[src/rtl/merge_2_streams_pkg.sv]
// Shared types and the tie-to-A ordering function for the two-stream merger.
package merge_2_streams_pkg;

    // Compare operands are zero-extended to this width before ordering.
    localparam int MAX_WIDTH = 64;

    typedef enum logic [2:0] {
        IDLE    = 3'd0,
        MERGE   = 3'd1,
        DRAIN_A = 3'd2,
        DRAIN_B = 3'd3,
        FLUSH   = 3'd4
    } state_t;

    // Equal keys pick A so elements of A stay ahead of equal elements of B.
    function automatic logic sel_a(
        input logic [MAX_WIDTH-1:0] a,
        input logic [MAX_WIDTH-1:0] b,
        input logic                 descend
    );
        return descend ? (a >= b) : (a <= b);
    endfunction

endpackage

[src/rtl/merge_2_streams_if.sv]
// Handshake bundle for the merger: run control, two input streams, one output stream.
interface merge_2_streams_if #(
    parameter int WIDTH = 8,
    parameter int CNT_W = 16
);
    logic             start;
    logic [WIDTH-1:0] a_data;
    logic             a_valid;
    logic             a_last;
    logic             a_ready;
    logic [WIDTH-1:0] b_data;
    logic             b_valid;
    logic             b_last;
    logic             b_ready;
    logic [WIDTH-1:0] data_out;
    logic             push;
    logic             out_ready;
    logic             out_last;
    logic             busy;
    logic             done;
    logic [CNT_W-1:0] out_count;

    modport master (
        output start, a_data, a_valid, a_last, b_data, b_valid, b_last, out_ready,
        input  a_ready, b_ready, data_out, push, out_last, busy, done, out_count
    );

    modport slave (
        input  start, a_data, a_valid, a_last, b_data, b_valid, b_last, out_ready,
        output a_ready, b_ready, data_out, push, out_last, busy, done, out_count
    );

endinterface

[src/rtl/merge_2_streams_cmp_select.sv]
// Combinational head-of-stream comparator: decides which stream wins and muxes its element.
module cmp_select
    import merge_2_streams_pkg::*;
#(
    parameter int WIDTH   = 8,
    parameter int DESCEND = 0
) (
    input  logic [WIDTH-1:0] a_data,
    input  logic [WIDTH-1:0] b_data,
    output logic             sel_a,
    output logic [WIDTH-1:0] sel_data
);

    localparam logic DESC_BIT = (DESCEND != 0);

    assign sel_a = merge_2_streams_pkg::sel_a(MAX_WIDTH'(a_data), MAX_WIDTH'(b_data), DESC_BIT);

    genvar gi;
    generate
        for (gi = 0; gi < WIDTH; gi++) begin : g_mux
            assign sel_data[gi] = sel_a ? a_data[gi] : b_data[gi];
        end
    endgenerate

endmodule

[src/rtl/merge_2_streams.sv]
// Merges two pre-sorted valid/ready streams into one sorted stream through a 1-entry output register.
module merge_2_streams
    import merge_2_streams_pkg::*;
#(
    parameter int WIDTH   = 8,
    parameter int DESCEND = 0,
    parameter int CNT_W   = 16
) (
    input  logic              clock,
    input  logic              reset,
    merge_2_streams_if.slave  bus
);

    state_t           state_reg;
    logic [WIDTH-1:0] data_reg;
    logic             push_reg;
    logic             last_reg;
    logic             done_reg;
    logic [CNT_W-1:0] count_reg;

    logic             sel_a;
    logic [WIDTH-1:0] sel_data;
    logic             slot_free;
    logic             accept;
    logic             a_take;
    logic             b_take;
    logic             load;
    logic [WIDTH-1:0] load_data;
    logic             load_last;

    cmp_select #(
        .WIDTH   (WIDTH),
        .DESCEND (DESCEND)
    ) u_cmp (
        .a_data   (bus.a_data),
        .b_data   (bus.b_data),
        .sel_a    (sel_a),
        .sel_data (sel_data)
    );

    assign slot_free = !push_reg || bus.out_ready;
    assign accept    = push_reg && bus.out_ready;
    assign load      = a_take || b_take;

    // A comparison is only meaningful with both heads present, so MERGE waits for both valids.
    always_comb begin
        a_take    = 1'b0;
        b_take    = 1'b0;
        load_data = sel_data;
        load_last = 1'b0;
        case (state_reg)
            MERGE: begin
                if (bus.a_valid && bus.b_valid && slot_free) begin
                    a_take = sel_a;
                    b_take = !sel_a;
                end
            end
            DRAIN_A: begin
                a_take    = bus.a_valid && slot_free;
                load_data = bus.a_data;
                load_last = bus.a_last;
            end
            DRAIN_B: begin
                b_take    = bus.b_valid && slot_free;
                load_data = bus.b_data;
                load_last = bus.b_last;
            end
            default: begin
                a_take = 1'b0;
                b_take = 1'b0;
            end
        endcase
    end

    always_ff @(posedge clock) begin
        if (reset) begin
            state_reg <= IDLE;
            data_reg  <= '0;
            push_reg  <= 1'b0;
            last_reg  <= 1'b0;
            done_reg  <= 1'b0;
            count_reg <= '0;
        end else begin
            done_reg <= 1'b0;
            if (accept) begin
                count_reg <= count_reg + 1'b1;
                push_reg  <= 1'b0;
                last_reg  <= 1'b0;
            end
            // A load in the same cycle as an accept keeps push high for back-to-back beats.
            if (load) begin
                data_reg <= load_data;
                push_reg <= 1'b1;
                last_reg <= load_last;
            end
            case (state_reg)
                IDLE: begin
                    if (bus.start) begin
                        state_reg <= MERGE;
                        count_reg <= '0;
                    end
                end
                MERGE: begin
                    if (a_take && bus.a_last) begin
                        state_reg <= DRAIN_B;
                    end else if (b_take && bus.b_last) begin
                        state_reg <= DRAIN_A;
                    end
                end
                DRAIN_A: begin
                    if (a_take && bus.a_last) begin
                        state_reg <= FLUSH;
                    end
                end
                DRAIN_B: begin
                    if (b_take && bus.b_last) begin
                        state_reg <= FLUSH;
                    end
                end
                FLUSH: begin
                    if (accept && last_reg) begin
                        state_reg <= IDLE;
                        done_reg  <= 1'b1;
                    end
                end
                default: state_reg <= IDLE;
            endcase
        end
    end

    assign bus.a_ready   = a_take;
    assign bus.b_ready   = b_take;
    assign bus.data_out  = data_reg;
    assign bus.push      = push_reg;
    assign bus.out_last  = last_reg;
    assign bus.busy      = (state_reg != IDLE);
    assign bus.done      = done_reg;
    assign bus.out_count = count_reg;

endmodule

[src/flat_wrapper.sv]
// flat-port wrapper written by rule: the top's interface ports become plain ports
module merge_2_streams_flat import merge_2_streams_pkg::*;
#(
    parameter int WIDTH   = 8,
    parameter int DESCEND = 0,
    parameter int CNT_W   = 16
)
  (clock, reset, bus_start, bus_a_data, bus_a_valid, bus_a_last, bus_b_data, bus_b_valid, bus_b_last, bus_out_ready, bus_a_ready, bus_b_ready, bus_data_out, bus_push, bus_out_last, bus_busy, bus_done, bus_out_count);
  merge_2_streams_if #(.WIDTH(WIDTH), .CNT_W(CNT_W)) bus_i ();
  input  logic clock;
  input  logic reset;
  input wire logic [$bits(bus_i.start)-1:0] bus_start;
  input wire logic [$bits(bus_i.a_data)-1:0] bus_a_data;
  input wire logic [$bits(bus_i.a_valid)-1:0] bus_a_valid;
  input wire logic [$bits(bus_i.a_last)-1:0] bus_a_last;
  input wire logic [$bits(bus_i.b_data)-1:0] bus_b_data;
  input wire logic [$bits(bus_i.b_valid)-1:0] bus_b_valid;
  input wire logic [$bits(bus_i.b_last)-1:0] bus_b_last;
  input wire logic [$bits(bus_i.out_ready)-1:0] bus_out_ready;
  output wire logic [$bits(bus_i.a_ready)-1:0] bus_a_ready;
  output wire logic [$bits(bus_i.b_ready)-1:0] bus_b_ready;
  output wire logic [$bits(bus_i.data_out)-1:0] bus_data_out;
  output wire logic [$bits(bus_i.push)-1:0] bus_push;
  output wire logic [$bits(bus_i.out_last)-1:0] bus_out_last;
  output wire logic [$bits(bus_i.busy)-1:0] bus_busy;
  output wire logic [$bits(bus_i.done)-1:0] bus_done;
  output wire logic [$bits(bus_i.out_count)-1:0] bus_out_count;
  assign bus_i.start = bus_start;
  assign bus_i.a_data = bus_a_data;
  assign bus_i.a_valid = bus_a_valid;
  assign bus_i.a_last = bus_a_last;
  assign bus_i.b_data = bus_b_data;
  assign bus_i.b_valid = bus_b_valid;
  assign bus_i.b_last = bus_b_last;
  assign bus_i.out_ready = bus_out_ready;
  assign bus_a_ready = bus_i.a_ready;
  assign bus_b_ready = bus_i.b_ready;
  assign bus_data_out = bus_i.data_out;
  assign bus_push = bus_i.push;
  assign bus_out_last = bus_i.out_last;
  assign bus_busy = bus_i.busy;
  assign bus_done = bus_i.done;
  assign bus_out_count = bus_i.out_count;
  merge_2_streams #(.WIDTH(WIDTH), .DESCEND(DESCEND), .CNT_W(CNT_W)) u_core (.clock(clock), .reset(reset), .bus(bus_i));
endmodule
[config.mk]
export PLATFORM = sky130hd
export DESIGN_NAME = merge_2_streams_flat
export DESIGN_NICKNAME = d
export VERILOG_FILES = /design/src/rtl/merge_2_streams_pkg.sv /design/src/rtl/merge_2_streams_if.sv /design/src/rtl/merge_2_streams_cmp_select.sv /design/src/rtl/merge_2_streams.sv /design/src/flat_wrapper.sv
export SDC_FILE = /design/constraint.sdc
export NUM_CORES = 1
export LEC_CHECK = 0
export ABC_AREA = 1
export CORE_UTILIZATION = 49
export CTS_CLUSTER_SIZE = 30
export DETAILED_ROUTE_END_ITERATION = 10
export GPL_TIMING_DRIVEN = 0
export HOLD_SLACK_MARGIN = 0.1
export PLACE_DENSITY = 0.84
export SLEW_MARGIN = 20
export SYNTH_ARGS = -nofsm -noshare
export SYNTH_HDL_FRONTEND = slang
export SYNTH_SLANG_ARGS = --single-unit
[constraint.sdc]
create_clock -name clock -period 3.31 [get_ports clock]
set_input_delay 0.4965 -clock clock [delete_from_list [all_inputs] [get_ports clock]]
set_output_delay 0.4965 -clock clock [all_outputs]
set_load 0.005 [all_outputs]
==> impl_metrics.py <==
metrics = {
    "routing": {
        "drt.antenna.violating_nets": 0,
        "vias": 1671,
        "drt_iter0_markers": 104,
        "top_layer": "met4",
        "drt-pass1-iter-count": 5,
        "wl_met2_mm": 1.74,
        "wl_met3_um": 189,
        "remaining_drc_errors": 0,
        "via_per_inst": 4.93,
        "wl_per_cell_um": 10.9,
        "routed_wl_mm": 3.68,
        "wl_met1_mm": 1.70,
    },
    "logic_synthesis": {
        "syn_avg_cell_area_sq_um": 7.13,
        "yosysMostFrequentCell": "nand2_1",
        "synthCells": 234,
        "yosysWarnings": 0,
        "yosys.cell_types.count": 30,
        "synth_edf_count": 0,
        "synth-seq-area-share_pct": 36.0,
        "ys_ff_latch": 30,
        "netlist_area_sq_um": 1670,
        "synth_ff_type": "dfxtp_1",
        "ys_top_cells_by_area": "dfxtp_1 (36%), nand2_1 (11%), inv_1 (7.9%), ha_1 (6.7%), a21oi_1 (6.6%)",
        "synthTopCellsByCount": "nand2_1 (48), inv_1 (35), dfxtp_1 (30)",
        "netlist.area_leader.share_pct": 36.0,
        "synthArstFlopShare_pct": 0,
        "synth_top_area_cell": "dfxtp_1",
        "syn-num-nets": 267,
    },
    "power": {
        "peakVddDrop_uv": 371,
        "p_total_w": 0.00115,
        "total_leakage_power_nw": 0.985,
        "power_density_nw_per_um2": 497,
    },
    "timing": {
        "hold_viol_final": 0,
        "setup_tns_ps": 0,
        "slew_headroom_pct": 69.1,
        "min_period_over_period_pct": 88.5,
        "worstMarginPinSlew_ps": 463,
        "max_freq_mhz": 341,
        "grt_setup_unrepaired": "false",
        "layout_min_cycle_time_ps": 2930,
        "setup_viol": 0,
        "final_max_slew_viol_count": 0,
        "skew_ps": 7.17,
    },
    "global_routing": {
        "grt-ovfl-total": 0,
        "grt_pass1_wl_mm": 5.73,
        "grt_max_degree": 11,
        "grt_pass1_vias": 1370,
        "antenna_found_initial": 0,
        "grtUsageTotal_pct": 21.4,
    },
    "final_layout": {
        "utilization_pct": 73.4,
        "area_delta_synth_final_pct": 38.7,
        "largest_reg_flops": 16,
        "diodes": 0,
        "fin_nets": 327,
        "fin_area_sq_um": 2310,
        "drive_above_1_share_pct": 7.80,
    },
    "placed_design": {
        "gp_congestion": 0.864,
        "io_buffers": 53,
        "dp_hpwl_mm": 2.90,
        "place_area_sq_um": 2250,
    },
    "clock_network": {
        "postCtsSetupBuffers": 0,
        "cts_tree": "yes",
        "cts_buffer_depth": 2,
        "clock_sinks": 30,
        "htree_levels": 2,
        "cts-buffers-inserted": 5,
        "worstSkewPairLatency_ps": 320,
        "clkTransAtPathRegs_ps": 90,
        "cts_root_buf": "clkbuf_4",
        "holdBufCountCts": 0,
        "cts_resized": 0,
    },
    "worst_setup_path": {
        "crit_fanout": 3,
        "critPathMaxStageDelay_ps": 500,
        "arrival_ps": 2430,
        "crit_start": "bus_b_data[5]",
        "reg2reg_slack_ps": 1430,
        "crit_end": "bus_a_ready",
        "r2r-start": "u_core.bus.out_count[0]$_SDFF_PP0_",
        "r2r-end": "u_core.bus.out_count[12]$_SDFF_PP0_",
        "crit_path_start_kind": "input pin",
        "crit_type": "in -> out",
        "r2r_cells": 11,
        "cp_slowest_cell": "clkdlybuf4s50_1",
        "required_ps": 2810,
        "critPathMostFrequentCell": "nand2_1",
        "crit_path_cell_trace": "clkdlybuf4s50_1, inv_1, ha_1, a21oi_1, nor2_1, nor2_1, nand2_1, nand2_1, nand2_1, nand2_1, clkdlybuf4s50_1",
        "critPathCaptureType": "primary output",
    },
    "flow_run": {
        "maxCapViolCount": 0,
    },
    "floorplanning": {
        "start_util_pct": 52.9,
        "die_y_um": 60.4,
        "die_x_um": 60.4,
        "io_pins": 54,
        "core_region_area_sq_um": 3150,
        "dieArea_sq_um": 3640,
        "rows": 20,
    },
    "run_status": {
        "outcome": "completed",
    },
    "worst_hold_path": {
        "hold_path_class": "reg -> reg",
    },
}
-- area by class of cell --
class | count | area (sq um)
Timing Repair Buffer | 53 | 531
Inverter | 37 | 139
Clock buffer | 7 | 55.1
Buffer | 4 | 20.0
Tap cell | 44 | 55.1
Fill cell | 263 | 838
Multi-Input combinational cell | 163 | 910
Sequential cell | 30 | 601
Clock inverter | 1 | 5.00
-- worst min path at each step --
stage	end	slack, ps	from	depth (start not counted)
after floorplan	u_core.bus.done$_SDFF_PP0_	470	u_core.bus.out_last$_SDFFE_PP0P_	2
after global placement	u_core.bus.done$_SDFF_PP0_	470	u_core.bus.out_last$_SDFFE_PP0P_	2
after detailed placement	u_core.bus.out_count[14]$_SDFF_PP0_	480	u_core.bus.out_count[14]$_SDFF_PP0_	2
after CTS	u_core.bus.out_count[14]$_SDFF_PP0_	490	u_core.bus.out_count[14]$_SDFF_PP0_	2
after global routing	u_core.bus.done$_SDFF_PP0_	510	u_core.bus.out_last$_SDFFE_PP0P_	2
final	u_core.bus.out_count[14]$_SDFF_PP0_	490	u_core.bus.out_count[14]$_SDFF_PP0_	2
-- placed cells by master, fill, tap and decap left out --
cell type,synthesis,layout
clkinv_2,0,1
clkdlybuf4s50_1,0,53
buf_2,1,1
o21bai_1,1,1
buf_4,1,1
nor3_1,3,3
o21a_1,3,3
nand2_2,1,1
nor2_2,2,2
inv_2,2,2
clkbuf_4,0,5
a21oi_1,22,22
nor2_4,4,4
ha_1,9,9
nand4_1,4,4
and3_1,1,1
xor2_1,3,3
nor4_1,1,1
clkbuf_8,0,1
nand3_1,11,11
nand2_4,1,1
inv_1,35,35
nand3_4,1,1
o211ai_1,2,2
xnor2_1,2,2
dfxtp_1,30,30
nor3_4,1,1
a21o_1,1,1
nor2_1,20,20
nand2_1,48,48
a21oi_2,1,1
clkbuf_1,2,3
nor3_2,1,1
o21ai_0,20,20
-- stage by stage --
step	hold slack, ps	std cells	worst slack (ps)
after floorplan	466	234	1300
after global placement	465	331	398
after detailed placement	476	331	384
after CTS	492	339	368
after global routing	511	339	199
final	493	339	379
-- cells by family (layout without fill, tap and decap cells) --
family / count (synthesis) / count (layout) / synth area share [%]
buffers and inverters: 41 / 102 / 9.52
AND/OR/NAND/NOR: 99 / 99 / 28.9
XOR/XNOR: 5 / 5 / 2.62
adder cells (fa/ha/maj): 9 / 9 / 6.75
flip-flops: 30 / 30 / 36.0
AO/OA/AOI/OAI: 50 / 50 / 16.3
-- metal layers --
layer  vias to the layer above  global-route usage [%]
met1                       730                    26.8
met2                        49                    35.3
li1                        883                       -
met3                         9                    5.97
met5                         -                       0
met4                         0                    7.31
-- critical path, delay by kind of cell --
kind                       cells  cell delay [ps]
AOI/OAI and AO/OA              1              150
adders and majority gates      1              300
buffers and inverters          3             1000
and+or+nand+nor                6              500
-- power breakdown --
| group | total (W) | switching, W | internal [W] |
|---|---|---|---|
| registers | 0.000457 | 0.0000428 | 0.000414 |
| clock network | 0.000224 | 0.000121 | 0.000103 |
| logic | 0.000470 | 0.000252 | 0.000219 |
Note: power is estimated with default switching activity, not from simulation.
==> RTL edit 1, RTL diff (config.mk and constraints unchanged) <==
Make the reset (`reset`) asynchronous in one clocked block.
--- a/src/rtl/merge_2_streams.sv
+++ b/src/rtl/merge_2_streams.sv
@@ -72,7 +72,7 @@
         endcase
     end
 
-    always_ff @(posedge clock) begin
+    always_ff @(posedge clock or posedge reset) begin
         if (reset) begin
             state_reg <= IDLE;
             data_reg  <= '0;
Check against the original RTL: differs if reset is asserted again (counterexample within 4 cycles, from zero or initial values and one cycle with reset high); with reset held inactive, the same outputs for 10 cycles.
==> RTL edit 1 against the original RTL <==
- critical path depth up 1
- routed wire length up 1.8%
- total power up 27%
- setup slack worse by 0.021 ns
- synthesized area up 7.3%
- design area up 5.4%
- global-route usage down 0.21 points
- sequential cell count unchanged
==> RTL edit 1: results (changes against the original RTL) <==
metric;value;unit;change
status;finished, final reports clean;;
ys async rst share;1.00;;+1.00
Comb power frac;0.479;;+0.070
met3 WL post-DR;219;microns;+16%
placed instance count;326;;-1.5%
Leakage;0.00120;uW;+22%
worst hold path startpoint;u_core.bus.data_out[2]$_DFFE_PP0P_;;
Worst R2R Start;u_core.bus.out_count[1]$_DFF_PP0_;;
first-pass GRT wire length;6520;microns;+14%
cell-internal power;888;uW;+21%
Vias/cell;4.96;;+0.59%
peak supply drop;329;uV;-11%
DRT Wirelength;3750;microns;+1.8%
Post-Synthesis Cells;227;;-3.0%
Tot GR Track Use;0.212;;-0.00212
initial drt markers;55;;-47%
post-synthesis adder-cell area fraction;0.0628;;-0.00462
prevailing post-synth register cell;dfrtp_1;;
Post-Syn Nets;260;;-2.6%
Slew headroom;0.601;;-0.0907
clk_skew;0.0118;ns;+0.00466 ns
post-synthesis compound-gate area fraction;0.101;;-0.0621
cells on worst reg2reg path;10;;-1
vias in the first global route;1597;;+17%
share of cells above drive strength 1;0.0903;;+0.0123
worst setup path start;bus_b_data[7];;
HPWL Detailed;2980;microns;+2.7%
largest net degree at the start of global routing;31;;+20
[RTL edit 1: per-stage QoR]
| step | instance area [sq um] | setup slack [ns] | hold slack (ns) | utilization |
|---|---|---|---|---|
| after floorplan | 1790 | 1.40 | 0.472 | - |
| after global placement | 2380 | 0.375 | 0.464 | 0.697 |
| after detailed placement | 2380 | 0.363 | 0.465 | 0.697 |
| after CTS | 2440 | 0.353 | 0.486 | 0.714 |
| after global routing | 2440 | 0.180 | 0.509 | 0.714 |
| final | 2440 | 0.358 | 0.485 | 0.714 |
[RTL edit 1: path summary, 6_finish.rpt]
path                                                           end  slack [ns]
worst min-delay path            u_core.bus.data_out[2]$_DFFE_PP0P_        0.48
worst min register to register  u_core.bus.data_out[2]$_DFFE_PP0P_        0.48
worst max-delay path                                   bus_b_ready        0.36
min in group asynchronous        u_core.bus.out_count[0]$_DFF_PP0_        0.55
worst max register to register  u_core.bus.out_count[14]$_DFF_PP0_        1.47
max in group asynchronous        u_core.bus.out_count[7]$_DFF_PP0_        2.36
[RTL edit 1: layer usage]
layer,up-vias,global-route usage
li1,849,-
met1,735,0.243
met2,65,0.372
met3,7,0.0383
met4,0,0.110
met5,-,0
[RTL edit 1: cell type report]
class / count / share of cell area
multi-input combinational: 157 / 0.364
sequential: 30 / 0.308
timing repair buffer: 53 / 0.217
inverter: 38 / 0.0595
tap: 46 / 0.0236
clock buffer: 7 / 0.0226
buffer: 2 / 0.00359
clock inverter: 1 / 0.00205
[RTL edit 1: critical path, stage by stage]
cell and delay, ns:
clkdlybuf4s50_1 0.47, inv_1 0.05, ha_1 0.29, nand2_1 0.07
nor2_1 0.13, nand2_1 0.08, nand2_1 0.06, nand2_1 0.08
inv_1 0.06, nand2_1 0.05, o21ai_2 0.09, clkdlybuf4s50_1 0.53
[RTL edit 1: cells by family (layout without fill, tap and decap cells)]
| group | Yosys count | count (layout) |
|---|---|---|
| adders and majority gates | 9 | 9 |
| buffers and inverters | 40 | 101 |
| AOI/OAI and AO/OA | 30 | 30 |
| and+or+nand+nor | 111 | 111 |
| DFF | 30 | 30 |
| xor gates and xnor gates | 7 | 7 |
[RTL edit 1: power by group through the flow]
stage	clock network [uW]	logic, uW	registers, uW
after floorplan	0	409	537
after global placement	0	688	541
after detailed placement	0	707	543
after CTS	231	711	538
after global routing	248	794	548
final	225	703	539
==> RTL edit 2, RTL diff (same flow settings) <==
Without the edit above. `CNT_W` is set to 16 in 3 places; all go to 20.
--- a/src/rtl/merge_2_streams_if.sv
+++ b/src/rtl/merge_2_streams_if.sv
@@ -1,7 +1,7 @@
 // Handshake bundle for the merger: run control, two input streams, one output stream.
 interface merge_2_streams_if #(
     parameter int WIDTH = 8,
-    parameter int CNT_W = 16
+    parameter int CNT_W = 20
 );
     logic             start;
     logic [WIDTH-1:0] a_data;
--- a/src/rtl/merge_2_streams.sv
+++ b/src/rtl/merge_2_streams.sv
@@ -4,7 +4,7 @@
 #(
     parameter int WIDTH   = 8,
     parameter int DESCEND = 0,
-    parameter int CNT_W   = 16
+    parameter int CNT_W   = 20
 ) (
     input  logic              clock,
     input  logic              reset,
--- a/src/flat_wrapper.sv
+++ b/src/flat_wrapper.sv
@@ -3,7 +3,7 @@
 #(
     parameter int WIDTH   = 8,
     parameter int DESCEND = 0,
-    parameter int CNT_W   = 16
+    parameter int CNT_W   = 20
 )
   (clock, reset, bus_start, bus_a_data, bus_a_valid, bus_a_last, bus_b_data, bus_b_valid, bus_b_last, bus_out_ready, bus_a_ready, bus_b_ready, bus_data_out, bus_push, bus_out_last, bus_busy, bus_done, bus_out_count);
   merge_2_streams_if #(.WIDTH(WIDTH), .CNT_W(CNT_W)) bus_i ();
Interface: changed (resized bus_out_count); port bits go from 54 to 58. The function was not compared with the original's and may differ.
==> RTL edit 2 against the original RTL <==
- routed wire length increased by 9.6%
- synthesized cell count increased by 12%
- sequential power increased by 7.4%
- sequential cell count increased by 4
- design area increased by 15%
- total power increased by 8.9%
- first-iteration DRC count increased by 2.9%
- synthesized area increased by 16%
- register-to-register slack improved by 0.03 ns
- setup slack got worse by 0.051 ns
- utilization decreased by 1.8 points
==> RTL edit 2: results (changes against the original RTL) <==
metric;value;unit;change
initial drt markers;107;;+2.9%
Post-Route M1 WL;1890;microns;+11%
Post-DP Area;0.00257;sq mm;+14%
Signal buf overhead;0.226;;-0.0121
post-synthesis compound-gate area fraction;0.136;;-0.0265
Reg clk slew, reported paths;0.07;ns;-0.02 ns
Leakage;0.00113;uW;+15%
Post-Syn Nets;295;;+10%
post-synthesis adder-cell area fraction;0.0581;;-0.00936
clk pwr;312;uW;+39%
clock-cell share of area;0.0343;;+0.00839
largest cells by area after synthesis;dfxtp_1 35%, nand2_1 11%, ha_1 5.8%, inv_1 5.6%, nand3_1 5.2%;;
core area;0.00372;sq mm;+18%
gpl congestion;0.790;;-8.6%
worst hold path startpoint;u_core.bus.out_last$_SDFFE_PP0P_;;
P_comb;451;uW;-4%
met3 usage;0.0616;;+0.00192
share of cells above drive strength 1;0.116;;+0.0382
Final nets;359;;+9.8%
via count;1889;;+13%
Worst Max-Slew Pin Slew;0.583;ns;+0.120 ns
Clock Sinks;34;;+13%
Seq area share;0.256;;-0.00358
peak supply drop;205;uV;-45%
max reg flops;20;;+4
first-pass GRT wire length;6910;microns;+21%
metal2 WL;1900;microns;+9.1%
clk_lat worst skew;0.29;ns;-0.03 ns
status;finished, final reports clean;;
fraction of area in multi-input gates;0.413;;+0.0205
==> RTL edit 2: how the worst max path moves through the flow <==
| stage | slack [ns] | endpoint | start |
|---|---|---|---|
| floorplan | 1.41 | u_core.state_reg[1]$_SDFFE_PP0P_ | bus_b_data[7] |
| global placement | 0.35 | bus_a_ready | bus_b_data[7] |
| detailed placement | 0.30 | bus_a_ready | bus_b_data[7] |
| CTS | 0.30 | bus_a_ready | bus_b_data[7] |
| global route | 0.18 | bus_a_ready | bus_b_data[7] |
| finish | 0.33 | bus_a_ready | bus_b_data[7] |
==> RTL edit 2: tightest hold or removal path, cell delays in order, from the launching register on <==
cell	delay, ns
dfxtp_1	0.32
inv_1	0.07
nor4_1	0.05
==> RTL edit 2: stage by stage <==
stage,utilization,std cells
CTS,0.716,375
global route,0.716,375
global placement,0.691,367
floorplan,-,262
detailed placement,0.691,367
finish,0.716,375
